[src/rtl/cache_mem_arbiter.sv]
// cache_mem_arbiter: serializes icache reads and dcache reads/writes onto a
// single RAM port. The dcache has priority. A starvation counter forces an
// icache grant after STARVE_MAX consecutive dcache completions while the
// icache is waiting.
// Optional build macro ARB_PERF_EN adds free-running completion counters
// (icnt, dcnt).
// caches_pkg holds the RAM handshake type shared with the RAM model.

package caches_pkg;
  typedef enum logic [1:0] {
    FREE   = 2'd0,
    BUSY   = 2'd1,
    ACCESS = 2'd2,
    ERROR  = 2'd3
  } ramstate_t;
endpackage

// Request/wait handshake (both requesters):
//   A requester raises its request with address and store data, and holds
//   them stable while its wait is 1. The single cycle with wait=0 is the
//   completion cycle; load data is valid only in that cycle. In the next
//   cycle the requester drops the request, unless it wants another transfer,
//   in which case the held request is arbitrated again. Dropping every
//   request line before completion aborts the transfer with no wait pulse.
module cache_mem_arbiter
  import caches_pkg::*;
#(
  // Legal range 1..15 (the counter is 4 bits wide).
  parameter int unsigned  STARVE_MAX = 4,
  parameter logic [31:0]  ERR_WORD   = 32'hBAD1BAD1
) (
  input  logic        CLK,
  input  logic        RST,
  // icache side
  input  logic        iREN,
  input  logic [31:0] iaddr,
  output logic [31:0] iload,
  output logic        iwait,
  // dcache side
  input  logic        dREN,
  input  logic        dWEN,
  input  logic [31:0] daddr,
  input  logic [31:0] dstore,
  output logic [31:0] dload,
  output logic        dwait,
  // RAM side
  output logic        ramREN,
  output logic        ramWEN,
  output logic [31:0] ramaddr,
  output logic [31:0] ramstore,
  input  logic [31:0] ramload,
  input  ramstate_t   ramstate,
  output logic        err,
`ifdef ARB_PERF_EN
  output logic [31:0] icnt,
  output logic [31:0] dcnt,
`endif
  // debug visibility of the FSM and the starvation counter
  output logic [1:0]  state_dbg,
  output logic [3:0]  starve_cnt_dbg
);

  typedef enum logic [1:0] {
    IDLE = 2'd0,
    IGNT = 2'd1,
    DGNT = 2'd2
  } state_t;

  localparam logic [3:0] STARVE_LIM = 4'(STARVE_MAX);

  state_t     state;
  state_t     next_state;
  logic [3:0] starve_cnt;
  logic       d_req;
  logic       ram_done;
  logic       i_done;
  logic       d_done;
  logic       xfer_err;

  assign d_req    = dREN | dWEN;
  assign ram_done = (ramstate == ACCESS) || (ramstate == ERROR);

  assign state_dbg      = state;
  assign starve_cnt_dbg = starve_cnt;

  // Grant steering, RAM strobes, completion detection and next-state choice.
  // RST forces the idle output values in the same cycle so a reset that
  // lands on a completing transfer never produces a wait=0 pulse.
  always_comb begin
    next_state = state;
    iwait      = 1'b1;
    dwait      = 1'b1;
    iload      = '0;
    dload      = '0;
    ramREN     = 1'b0;
    ramWEN     = 1'b0;
    ramaddr    = '0;
    ramstore   = '0;
    i_done     = 1'b0;
    d_done     = 1'b0;
    xfer_err   = 1'b0;
    if (!RST) begin
      case (state)
        IDLE: begin
          // The icache wins only once it has watched STARVE_MAX dcache
          // completions go by while waiting.
          if (d_req && !(iREN && (starve_cnt == STARVE_LIM))) begin
            next_state = DGNT;
          end else if (iREN) begin
            next_state = IGNT;
          end
        end
        IGNT: begin
          if (!iREN) begin
            // Abort: strobes already low, no completion.
            next_state = IDLE;
          end else begin
            ramREN  = 1'b1;
            ramaddr = iaddr;
            if (ram_done) begin
              iwait      = 1'b0;
              i_done     = 1'b1;
              next_state = IDLE;
              if (ramstate == ERROR) begin
                iload    = ERR_WORD;
                xfer_err = 1'b1;
              end else begin
                iload = ramload;
              end
            end
          end
        end
        DGNT: begin
          if (!d_req) begin
            next_state = IDLE;
          end else begin
            ramaddr  = daddr;
            ramstore = dstore;
            // A write takes precedence when both strobes are raised.
            ramWEN   = dWEN;
            ramREN   = dREN & ~dWEN;
            if (ram_done) begin
              dwait      = 1'b0;
              d_done     = 1'b1;
              next_state = IDLE;
              if (ramstate == ERROR) begin
                dload    = ERR_WORD;
                xfer_err = 1'b1;
              end else begin
                dload = ramload;
              end
            end
          end
        end
        default: next_state = IDLE;
      endcase
    end
  end

  // State register, sticky error flag and the starvation counter.
  always_ff @(posedge CLK) begin
    if (RST) begin
      state      <= IDLE;
      starve_cnt <= '0;
      err        <= 1'b0;
    end else begin
      state <= next_state;
      if (xfer_err) begin
        err <= 1'b1;
      end
      if (i_done || ((state == IDLE) && !iREN)) begin
        starve_cnt <= '0;
      end else if (d_done && iREN && (starve_cnt < STARVE_LIM)) begin
        starve_cnt <= starve_cnt + 4'd1;
      end
    end
  end

`ifdef ARB_PERF_EN
  // Completion counters; aborts never assert i_done/d_done so they do not count.
  always_ff @(posedge CLK) begin
    if (RST) begin
      icnt <= '0;
      dcnt <= '0;
    end else begin
      if (i_done) begin
        icnt <= icnt + 32'd1;
      end
      if (d_done) begin
        dcnt <= dcnt + 32'd1;
      end
    end
  end
`endif

endmodule
[config.mk]
export PLATFORM = sky130hd
export DESIGN_NAME = cache_mem_arbiter
export DESIGN_NICKNAME = d
export VERILOG_FILES = /design/src/rtl/cache_mem_arbiter.sv
export SDC_FILE = /design/constraint.sdc
export NUM_CORES = 1
export LEC_CHECK = 0
export ABC_AREA = 1
export BUFFER_PORTS_ARGS = -buffer_cell sky130_fd_sc_hd__buf_4
export CORE_AREA = 3 3 104 106
export DETAILED_ROUTE_END_ITERATION = 10
export DIE_AREA = 0 0 107 109
export MAX_ROUTING_LAYER = met4
export PLACE_DENSITY = 0.5
export SETUP_SLACK_MARGIN = 0.1
export SYNTH_ARGS = -nofsm -noshare
export SYNTH_HDL_FRONTEND = slang
export SYNTH_SLANG_ARGS = --single-unit
[constraint.sdc]
create_clock -name CLK -period 1.6 [get_ports CLK]
set_input_delay 0.08 -clock CLK [delete_from_list [all_inputs] [get_ports CLK]]
set_output_delay 0.08 -clock CLK [all_outputs]
set_load 0.02 [all_outputs]
* Word-level counts from Yosys, hierarchy flattened *
Cells that the tools add are included.

word-level totals
  logic and storage cells = 73
  input port bits = 135
  register bits = 7

operators by class
  magnitude comparators = 1
  reduce and logical (&&, ||, !) cells = 11
  add/sub/neg operators = 1
  bitwise logic cells = 3
  equality and inequality tests = 6
  muxes and demuxes = 48

operators by type and width
  operator               count
  $mux W32               14
  $pmux W32 S2           1
  $mux W1                25
  $mux W2                5
  $eq A2 B2 Y1 const B   3
  $pmux W2 S3            1
  $logic_and A1 B1 Y1    5
  $add A4 B1 Y4 const B  1
  $eq A4 B3 Y1 const B   1
  $lt A4 B3 Y1 const B   1
  $pmux W1 S2            2
  $ne A3 B3 Y1 const B   1
  $eq A2 B1 Y1 const B   1
  $logic_not A1 Y1       2
  $logic_not A2 Y1       1
  $logic_or A1 B1 Y1     2
  $reduce_or A2 Y1       1
  $and A1 B1 Y1          1
  $not A1 Y1             1
  $or A1 B1 Y1           1

* Logic depth before layout (Yosys ltp) *
  word-level depth = 8
  depth in mapped cells = 10

* Least setup slack after synthesis *
No wires, ideal clock.

  path kind = flip-flop to output port
  start = register state[1] (netlist: state_dbg[1])
  end = output port dload[23]
  arrival time = 1.615 ns
  slack = -0.095 ns
  buffers on the path = 1
  stages on the path, launching flop included = 7
  cells stage by stage = dfxtp_1 ha_1 inv_2 nor2_4 nand3_4 buf_2 a21oi_1

between the ends
  cells in the longest elaborated chain, start to end = 3

RTL lines
  element                 RTL line  text
  start, declared         71        state_t state;
  start signal, assigned  167       state <= next_state;
  $eq A2 B2 Y1            103       case (state)
  $mux W32                103
  $mux W32                102       if (!RST) begin
  end, declared           44        output logic [31:0] dload,

No other way between the ends.

* Worst setup path after layout *
  start = register state[1] (netlist: state_dbg[1])
  end = output port iload[31]

between the ends
  cells in the longest elaborated chain, start to end = 3

RTL lines
  element        RTL line  text
  $eq A2 B1 Y1   103
  $mux W32       103
  $mux W32       102
  end, declared  37        output logic [31:0] iload,

No other way between the ends.

==> impl_results.md <==
- Max VDD drop: 0.000225 V
- WP data required: 1.52 ns
- Slew HR: 67.4%
- Routability congestion estimate: 0.831
- Nets: 792
- Crit path launch: state_dbg[1]$_SDFFE_PP0P_
- GR Util All Layers: 17.7%
- Crit path kind: reg2out
- Final Cell Area: 5320 sq um
- Sw Share: 42.2%
- Pwr per Cell Area: 299 nW/um^2
- Setup crit start kind: register
- NetSw: 671 uW
- Fin. max-slew vios: 0
- Endpoint class of the critical path: output port
- Post-synthesis cell type count: 15
- Worst reg-to-reg setup slack: 0.11 ns
- Root cell of the clock tree: clkbuf_8
- P&R area growth vs syn: 214%
- Crit-path max FO: 17
- Die area: 11700 sq um
- LEAKAGE: 0.00257 uW
- GR Overflow Total: 0
- RSZ-0062 raised after global routing: true
- Number of global-route vias before repair: 3172
- Syn Area/Cell: 4.63 sq um
- Rows: 36
- Initial DRC count: 133
- Number of synthesis warnings: 0
- Number of synthesized flops with an enable pin: 0
- DP Wirelength: 8810 microns
- R2r worst-path depth: 11
- Least-Margin Pin Slew: 0.487 ns
- N_diodes: 0
- Int Pwr: 918 uW
- F_max: 584 MHz
- Reg2reg end: starve_cnt_dbg[1]$_SDFFE_PP0P_
- Total core area: 9860 sq um
- Comb pwr share: 72.5%
- Routed via count: 3411
- Most frequent cell after synthesis: nand2_1
- Worst-path clk slew: 0.04 ns
- CP Capture Point: iload[31]
- Starting Density: 17.2%
- Worst hold-check path type: in2reg
- Clock share of power: 15.5%
- Detailed-route DRC error count: 0
- Post-Syn Area: 1690 sq um
- Async SR Flop Fraction: 0%
- Post-synth net total: 507
- Commonest cells post-synth: nand2_1, nor2_1, a21oi_1
- Sequential share of the synthesized area: 8.27%
- Clock sinks: 7
- Placed instance area: 4380 sq um
- Post-placement cell count: 761
- Detail Route Antenna Nets: 0
- H-tree depth: 1
- Final hold violations: 0
- Clock skew: 0.00198 ns
- Filler cells: 940
- Status: finished, violations left
- Max cap viols: 0
- Worst R2R Start: state_dbg[0]$_SDFFE_PP0P_
- Dominant synthesized flop cell: dfxtp_1
- Ranking of synthesized cells by area: nand2_1, a21oi_1, nor2_1
- Die width: 107 microns
- Clock Latency Late Sink: 0.22 ns
- Final worst path period share: 107%
- Largest net degree at the start of global routing: 51
- Setup slack after layout: -0.111 ns
- WL per Instance: 15.3 microns
- CTS tree: yes
- Die extent in y: 109 microns
- Min Clock Period, post-route: 1.71 ns
- Worst Path Arrival: 1.63 ns
- Final setup fails: 79
- Io pins: 274
- Flop pwr share: 12.0%
- IO buf count: 273
- Initial antenna violation count: 0
- Final std cells w/o fill: 783
- Clock buffer depth: 2
- Synth area leader: nand2_1
- Vias per inst: 4.36
- DRT Pass-1 Iters: 4
- TritonCTS Buffers: 3
- Drt total wl: 12000 microns
- Yosys top cell area share: 30.4%
- First-pass GRT wire length: 16300 microns
- Syn Inst Count: 366
- Share of cells above drive strength 1: 64.3%
- Flops & latches, synth: 7
- Violated checks: negative setup slack
[power groups by stage]
stage,sequential (uW),combinational [uW],clock (uW)
after floorplan,199,451,0
after global placement,192,931,0
after detailed placement,192,936,0
after CTS,191,1010,253
after global routing,191,1230,268
final,190,1150,247
[state kept, by name, summed over array words and instances, names as in the netlist]
signal          count
err                 1
starve_cnt_dbg      4
state_dbg           2
[layout by cell type, fill, tap and decap left out, drive strengths merged]
master	count
inv	35
o21ai	1
a21oi	73
nor2	76
dfxtp	7
nand4	1
ha	6
buf	302
nand3	4
nand2	137
clkbuf	8
[timing repair]
action,in CTS,in global routing
cloned,4,6
resized for setup,62,102
pin swaps,3,12
hold buffers,0,0
endpoints found under the setup margin,135,136
setup buffers,5,5
[through the flow]
stage	setup slack (ns)	hold WS [ns]	total power (uW)	setup TNS [ns]	utilization (%)
final	-0.111	0.0359	1590	-3.33	53.9
after global routing	-0.182	0.0486	1690	-10.05	53.9
after CTS	-0.0831	0.0350	1450	-3.89	48.6
after detailed placement	0.0822	0.273	1130	0	44.4
after global placement	0.102	0.267	1120	0	44.4
after floorplan	0.102	0.142	650	0	-
[layer usage]
layer	GRT usage (%)	share of wire [%]	vias to the layer above
li1	-	-	1699
met2	35.3	55	155
met1	18.4	37	1539
met4	4.38	2.1	0
met3	2.13	6.0	18
met5	-	0	-
[worst min-delay path by stage]
stage | start | end | slack [ns] | cells after the start
after floorplan | RST | state_dbg[0]$_SDFFE_PP0P_ | 0.14 | 1
after global placement | RST | state_dbg[1]$_SDFFE_PP0P_ | 0.27 | 2
after detailed placement | RST | state_dbg[1]$_SDFFE_PP0P_ | 0.27 | 2
after CTS | RST | state_dbg[1]$_SDFFE_PP0P_ | 0.03 | 2
after global routing | RST | state_dbg[0]$_SDFFE_PP0P_ | 0.05 | 2
final | RST | state_dbg[1]$_SDFFE_PP0P_ | 0.04 | 2
[area by class of cell]
class / count / area, sq um / share of cell area (%)
timing repair buffer: 306 / 2860 / 53.7
multi-input combinational: 298 / 1960 / 36.9
tap: 133 / 166 / 3.13
sequential: 7 / 145 / 2.73
inverter: 35 / 144 / 2.71
clock buffer: 4 / 45.0 / 0.847
[critical path, cell delays in order, from the launching register on]
cell and delay, ns:
dfxtp_4 0.35, inv_2 0.11, ha_4 0.15, nand2_4 0.08, nor2_4 0.15, inv_4 0.07, buf_12 0.15, a21oi_1 0.16
buf_4 0.17
[cells by family after synthesis]
| group | Yosys count | synth area share [%] |
|---|---|---|
| AO/OA/AOI/OAI | 74 | 21.9 |
| adder cells (fa/ha/maj) | 6 | 4.43 |
| buffers and inverters | 61 | 15.1 |
| flip-flops | 7 | 8.27 |
| AND/OR/NAND/NOR | 218 | 50.4 |
No activity file was read; power rests on OpenSTA's default activity.
